===== config.mk =====
export PLATFORM = sky130hd
export DESIGN_NAME = load_store_unit
export DESIGN_NICKNAME = d
export VERILOG_FILES = /design/src/rtl/lsu_pkg.sv /design/src/rtl/lsu_align.sv /design/src/rtl/load_store_unit.sv
export SDC_FILE = /design/constraint.sdc
export NUM_CORES = 1
export LEC_CHECK = 0
export CORE_MARGIN = 5
export CORE_UTILIZATION = 38
export DETAILED_ROUTE_END_ITERATION = 10
export DONT_BUFFER_PORTS = 1
export PLACE_DENSITY_LB_ADDON = 0.2
export SYNTH_ARGS = -nofsm -noshare
export SYNTH_HDL_FRONTEND = slang
export SYNTH_HIERARCHICAL = 1
export SYNTH_SLANG_ARGS = --single-unit

===== constraint.sdc =====
create_clock -name clk -period 2.18 [get_ports clk]
set_input_delay 0.109 -clock clk [delete_from_list [all_inputs] [get_ports clk]]
set_output_delay 0.109 -clock clk [all_outputs]
set_load 0.05 [all_outputs]

===== src/rtl/lsu_pkg.sv =====
// rtl/lsu_pkg.sv - shared encodings, funct3 constants and FSM state type for the load/store unit
package lsu_pkg;

    localparam logic [2:0] INSN_I_ARITH = 3'b000;
    localparam logic [2:0] INSN_R_ARITH = 3'b001;
    localparam logic [2:0] INSN_STORE   = 3'b010;
    localparam logic [2:0] INSN_LOAD    = 3'b011;
    localparam logic [2:0] INSN_JUMP    = 3'b101;
    localparam logic [2:0] INSN_BRANCH  = 3'b110;

    localparam logic [2:0] F3_B  = 3'b000;
    localparam logic [2:0] F3_H  = 3'b001;
    localparam logic [2:0] F3_W  = 3'b010;
    localparam logic [2:0] F3_BU = 3'b100;
    localparam logic [2:0] F3_HU = 3'b101;

    typedef enum logic [1:0] {
        ST_IDLE = 2'd0,
        ST_MEM  = 2'd1,
        ST_RESP = 2'd2
    } lsu_state_e;

    function automatic logic f3_legal(input logic is_store, input logic [2:0] f3);
        if (is_store)
            return (f3 == F3_B) || (f3 == F3_H) || (f3 == F3_W);
        return (f3 == F3_B) || (f3 == F3_H) || (f3 == F3_W) ||
               (f3 == F3_BU) || (f3 == F3_HU);
    endfunction

endpackage


===== src/rtl/lsu_align.sv =====
// rtl/lsu_align.sv - byte-lane enables, store data replication and load lane extract/extend
module lsu_align
    import lsu_pkg::*;
(
    input  logic        is_store,
    input  logic [1:0]  st_addr_lo,
    input  logic [2:0]  st_funct3,
    input  logic [31:0] store_data,
    output logic [3:0]  be,
    output logic [31:0] wdata,
    input  logic [1:0]  ld_addr_lo,
    input  logic [2:0]  ld_funct3,
    input  logic [31:0] rdata,
    output logic [31:0] load_data
);

    logic [7:0]  ld_byte;
    logic [15:0] ld_half;

    always_comb begin
        be    = 4'b1111;
        wdata = store_data;
        if (is_store) begin
            case (st_funct3)
                F3_B: begin
                    be    = 4'b0001 << st_addr_lo;
                    wdata = {4{store_data[7:0]}};
                end
                F3_H: begin
                    be    = 4'b0011 << {st_addr_lo[1], 1'b0};
                    wdata = {2{store_data[15:0]}};
                end
                default: begin
                    be    = 4'b1111;
                    wdata = store_data;
                end
            endcase
        end
    end

    // Halfword lane uses addr[1] only, so a misaligned halfword silently truncates.
    always_comb begin
        ld_byte = 8'h00;
        case (ld_addr_lo)
            2'd0: ld_byte = rdata[7:0];
            2'd1: ld_byte = rdata[15:8];
            2'd2: ld_byte = rdata[23:16];
            default: ld_byte = rdata[31:24];
        endcase
        ld_half = ld_addr_lo[1] ? rdata[31:16] : rdata[15:0];

        load_data = 32'h0;
        case (ld_funct3)
            F3_B:    load_data = {{24{ld_byte[7]}}, ld_byte};
            F3_BU:   load_data = {24'h0, ld_byte};
            F3_H:    load_data = {{16{ld_half[15]}}, ld_half};
            F3_HU:   load_data = {16'h0, ld_half};
            F3_W:    load_data = rdata;
            default: load_data = 32'h0;
        endcase
    end

endmodule


===== src/rtl/load_store_unit.sv =====
// rtl/load_store_unit.sv - LSU FSM, timeout counter and request/response registers; LSU_MISALIGN_CHECK_EN enables misalignment errors
module load_store_unit
    import lsu_pkg::*;
#(
    parameter int TIMEOUT_CYCLES = 16
) (
    input  logic        clk,
    input  logic        rst_n,
    input  logic        req_valid,
    output logic        req_ready,
    input  logic [2:0]  insn_type,
    input  logic [2:0]  funct3,
    input  logic [31:0] addr,
    input  logic [31:0] store_data,
    input  logic [4:0]  rd_in,
    output logic        mem_req,
    output logic        mem_we,
    output logic [31:0] mem_addr,
    output logic [31:0] mem_wdata,
    output logic [3:0]  mem_be,
    input  logic        mem_ack,
    input  logic [31:0] mem_rdata,
    output logic        resp_valid,
    input  logic        resp_ready,
    output logic [31:0] resp_data,
    output logic [4:0]  resp_rd,
    output logic        resp_err
);

    localparam int CW = $clog2(TIMEOUT_CYCLES + 1);
    localparam logic [CW-1:0] CNT_LAST = CW'(TIMEOUT_CYCLES - 1);

    lsu_state_e state, next_state;

    logic [CW-1:0] cnt;
    logic          rdy_q;
    logic [1:0]    addr_lo_q;
    logic [2:0]    funct3_q;
    logic          accept;
    logic          is_mem;
    logic          is_store;
    logic          legal;
    logic          misaligned;
    logic          timeout;
    logic [3:0]    be_next;
    logic [31:0]   wdata_next;
    logic [31:0]   load_data;

    assign is_store = (insn_type == INSN_STORE);
    assign is_mem   = is_store || (insn_type == INSN_LOAD);
    assign legal    = f3_legal(is_store, funct3);
    assign timeout  = (cnt == CNT_LAST);

`ifdef LSU_MISALIGN_CHECK_EN
    assign misaligned = ((funct3 == F3_H || funct3 == F3_HU) && addr[0]) ||
                        ((funct3 == F3_W) && (addr[1:0] != 2'b00));
`else
    assign misaligned = 1'b0;
`endif

    lsu_align u_align (
        .is_store   (is_store),
        .st_addr_lo (addr[1:0]),
        .st_funct3  (funct3),
        .store_data (store_data),
        .be         (be_next),
        .wdata      (wdata_next),
        .ld_addr_lo (addr_lo_q),
        .ld_funct3  (funct3_q),
        .rdata      (mem_rdata),
        .load_data  (load_data)
    );

    // rdy_q keeps req_ready low while reset is held and for no longer than the first edge after.
    assign req_ready  = (state == ST_IDLE) && rdy_q;
    assign mem_req    = (state == ST_MEM);
    assign resp_valid = (state == ST_RESP);

    always_ff @(posedge clk or negedge rst_n) begin
        if (!rst_n) state <= ST_IDLE;
        else        state <= next_state;
    end

    always_comb begin
        next_state = state;
        accept     = 1'b0;
        case (state)
            ST_IDLE: begin
                if (req_valid && rdy_q) begin
                    accept = 1'b1;
                    if (is_mem && legal && !misaligned) next_state = ST_MEM;
                    else                                next_state = ST_RESP;
                end
            end
            ST_MEM:  if (mem_ack || timeout) next_state = ST_RESP;
            ST_RESP: if (resp_ready) next_state = ST_IDLE;
            default: next_state = ST_IDLE;
        endcase
    end

    always_ff @(posedge clk or negedge rst_n) begin
        if (!rst_n) begin
            rdy_q     <= 1'b0;
            cnt       <= '0;
            addr_lo_q <= 2'b00;
            funct3_q  <= 3'b000;
            mem_we    <= 1'b0;
            mem_addr  <= 32'h0;
            mem_wdata <= 32'h0;
            mem_be    <= 4'h0;
            resp_data <= 32'h0;
            resp_rd   <= 5'h0;
            resp_err  <= 1'b0;
        end else begin
            rdy_q <= 1'b1;
            if (state == ST_MEM && next_state == ST_MEM) cnt <= cnt + 1'b1;
            else                                         cnt <= '0;

            if (accept) begin
                resp_rd <= rd_in;
                if (!is_mem) begin
                    resp_data <= addr;
                    resp_err  <= 1'b0;
                end else if (legal && !misaligned) begin
                    addr_lo_q <= addr[1:0];
                    funct3_q  <= funct3;
                    mem_we    <= is_store;
                    mem_addr  <= {addr[31:2], 2'b00};
                    mem_wdata <= wdata_next;
                    mem_be    <= be_next;
                    resp_data <= 32'h0;
                    resp_err  <= 1'b0;
                end else begin
                    resp_data <= 32'h0;
                    resp_err  <= 1'b1;
                end
            end

            if (state == ST_MEM) begin
                if (mem_ack) begin
                    if (!mem_we) resp_data <= load_data;
                end else if (timeout) begin
                    resp_data <= 32'h0;
                    resp_err  <= 1'b1;
                end
            end
        end
    end

endmodule


==> impl_metrics.py <==
metrics = {
    "status": {
        "outcome": "complete, but fails checks",
        "violations": "negative hold slack",
    },
    "finish": {
        "utilization_pct": 47.7,
        "drive_gt1_share_pct": 24.4,
        "fill_cells": 1598,
        "final_cells": 899,
        "multi_input_area_sq_um": 3290,
        "layout.area.seq_sq_um": 2950,
        "finalNetCount": 774,
        "final_area_sq_um": 8190,
        "area_delta_synth_final_pct": 24.1,
    },
    "placement": {
        "place_ws_ns": 0.225,
        "dp_cells": 785,
        "io_buffers": 0,
        "dp_hpwl_um": 13600,
        "routabilityCongestion": 0.838,
        "dpl_cell_area_sq_um": 6750,
    },
    "hold_path": {
        "hp-class": "input port to asynchronous set/reset pin",
    },
    "routing": {
        "wire_per_inst_um": 22.2,
        "dr.pass1.iters": 5,
        "drt-initial-drc-count": 292,
        "vias_per_cell": 5.46,
        "ant_nets": 0,
        "drc": 0,
        "vias": 4912,
        "routed_wl_um": 20000,
    },
    "synthesis": {
        "syn_inst": 593,
        "yosysTopAreaCell": "dfrtp_1",
        "netlist_area_sq_um": 6600,
        "ys_top_cells_by_count": "118 x dfrtp_1, 61 x a21oi_1, 58 x mux2_4",
        "ys_ff_latch": 118,
        "ys_seq_area_share_pct": 44.8,
        "synthFlopType": "dfrtp_1",
        "ys_async_sr_fraction_pct": 100,
        "avgSynthCellArea_sq_um": 11.1,
        "synth_most_common_cell": "dfrtp_1",
        "synth.top_cell.area_share_pct": 44.8,
        "synth_edf_count": 0,
        "synth_warnings": 6,
        "yosysUniqueCellTypes": 43,
        "synth.area.top_cells": "dfrtp_1 45%, mux2_4 13%, mux2_2 6.8%",
    },
    "sta": {
        "finalClockSkew_ns": 0.0174,
        "setup_ws_ns": 0.250,
        "period_share_pct": 88.5,
        "drv_slew": 0,
        "fmax_ghz": 0.518,
        "whs_ns": -0.615,
        "rsz0062_at_grt": "no",
        "maxSlewHeadroom_pct": 56.0,
        "min_period_ns": 1.93,
        "finalSetupViolations": 0,
        "tightest_slew_ns": 0.657,
        "setup_tns_ns": 0,
        "hold_violations": 118,
    },
    "grt": {
        "grt-ovfl-total": 0,
        "grt_max_degree": 119,
        "grt_pass1_vias": 5530,
        "antenna_found_initial": 0,
        "grt_usage_pct": 20.3,
        "grt_pass1_wl_um": 31700,
    },
    "setup_path": {
        "crit_fanout": 32,
        "r2r_slack_ns": 0.25,
        "r2r_end": "resp_data[2]$_DFF_PN0_",
        "ff2ff_path_depth": 7,
        "critPathLaunchType": "flop",
        "cp-end-kind": "flop",
        "cp.required_ns": 2.50,
        "critPathArrivalTime_ns": 2.26,
        "worstReg2RegStart": "cnt[0]$_DFF_PN0_",
        "critical_path_class": "flop to flop",
    },
    "die": {
        "placementRows": 48,
        "die_area_sq_um": 20100,
        "die_h_um": 142,
        "coreArea_sq_um": 17200,
        "start_util_pct": 38.4,
        "io_pins": 222,
        "die_w_um": 142,
    },
    "cts": {
        "clock_sinks": 118,
        "clk_pin_slew_worst_paths_ns": 0.06,
        "clockBufferDepth": 2,
        "cts_buffers": 17,
        "cts_resized": 0,
        "worstSkewPairLatency_ns": 0.42,
        "htree_num_levels": 4,
        "root_buffer": "clkbuf_16",
        "post_cts_buffers": 0,
        "cts_tree": "built",
        "hold_buffers": 80,
    },
    "power": {
        "powerDensity_nw_per_um2": 1260,
        "power_mw": 10.3,
        "leakagePower_nw": 3.76,
        "vdd_drop_max_mv": 0.638,
    },
    "job": {
        "drv_cap": 0,
    },
}
[per-layer routing]
layer | part of all wire [%] | wire (um) | track usage (%)
met1 | 39 | 7740 | 23.4
met2 | 48 | 9560 | 33.2
met3 | 11 | 2260 | 9.98
met4 | 2.0 | 404 | 6.26
met5 | 0 | 0 | 0
[cells by family (layout without fill, tap and decap cells)]
family | Yosys count | after routing | synth area share (%)
compound gates | 150 | 150 | 13.9
simple gates | 138 | 138 | 10.4
mux | 119 | 119 | 24.4
flops | 118 | 118 | 44.8
buf+inv | 62 | 141 | 5.80
fa+ha+maj | 2 | 2 | 0.379
other cells | 2 | 4 | 0.114
xor+xnor | 2 | 2 | 0.266
[sequential cells by signal, summed over array words and instances, names as in the netlist]
| signal | cells |
|---|---|
| mem_addr | 30 |
| resp_err | 1 |
| mem_we | 1 |
| mem_wdata | 32 |
| funct3_q | 3 |
| addr_lo_q | 2 |
| resp_rd | 5 |
| resp_data | 32 |
| mem_be | 4 |
| state | 2 |
| rdy_q | 1 |
| cnt | 5 |
[cells in the final DEF (no fill, tap or decap), drive strengths merged]
cell           n
dfrtp        118
mux2          98
dlygate4sd3   81
a21oi         61
nand2         53
o21ai         39
and3          34
nor2          27
buf           24
clkbuf        21
a22oi         19
a211oi        17
mux2i         15
nor2b          7
mux4           6
inv            5
nand2b         5
a221o          4
bufinv         4
nor3b          4
conb           3
clkinvlp       3
nor4b          3
a211o          3
clkinv         3
o221ai         2
ha             2
o31ai          2
nand3          2
diode          1
and4bb         1
nand4          1
xor2           1
xnor2          1
and2           1
a32oi          1
o22ai          1
a21boi         1
[how the worst max path moves through the flow]
stage                      from                   endpoint  slack [ns]  cells after the start
2_1_floorplan      insn_type[2]  mem_wdata[10]$_DFFE_PN0P_        0.40                      8
3_3_place_gp   cnt[0]$_DFF_PN0_    resp_data[31]$_DFF_PN0_        0.35                      7
3_5_place_dp   cnt[0]$_DFF_PN0_    resp_data[28]$_DFF_PN0_        0.23                      7
4_1_cts        cnt[0]$_DFF_PN0_    resp_data[28]$_DFF_PN0_        0.24                      7
5_1_grt        cnt[0]$_DFF_PN0_     resp_data[1]$_DFF_PN0_        0.11                      7
6_report       cnt[0]$_DFF_PN0_     resp_data[2]$_DFF_PN0_        0.25                      7
[where the power goes]
group | leakage, nW | switching (mW) | total [mW] | internal, mW
logic | 1.97 | 0.947 | 2.13 | 1.19
registers | 1.49 | 2.45 | 5.17 | 2.72
clock network | 0.294 | 1.04 | 2.99 | 1.95
[layout make-up]
type,count,share of cell area (%)
clock buffers,21,5.50
clock inverters,11,2.12
multi-input cells,414,40.2
inverters,4,0.183
repair buffers,105,12.4
well taps,225,3.44
flip-flops and latches,118,36.1
diodes,1,0.0306
[worst max-delay path: stages, from the launching register on]
cell and delay, ns:
dfrtp_1 0.39, ha_1 0.23, and3_1 0.19, ha_1 0.19, nor2_1 0.32, a211oi_4 0.04
buf_4 0.24, o21ai_0 0.21
Note: power is estimated with default switching activity, not from simulation.
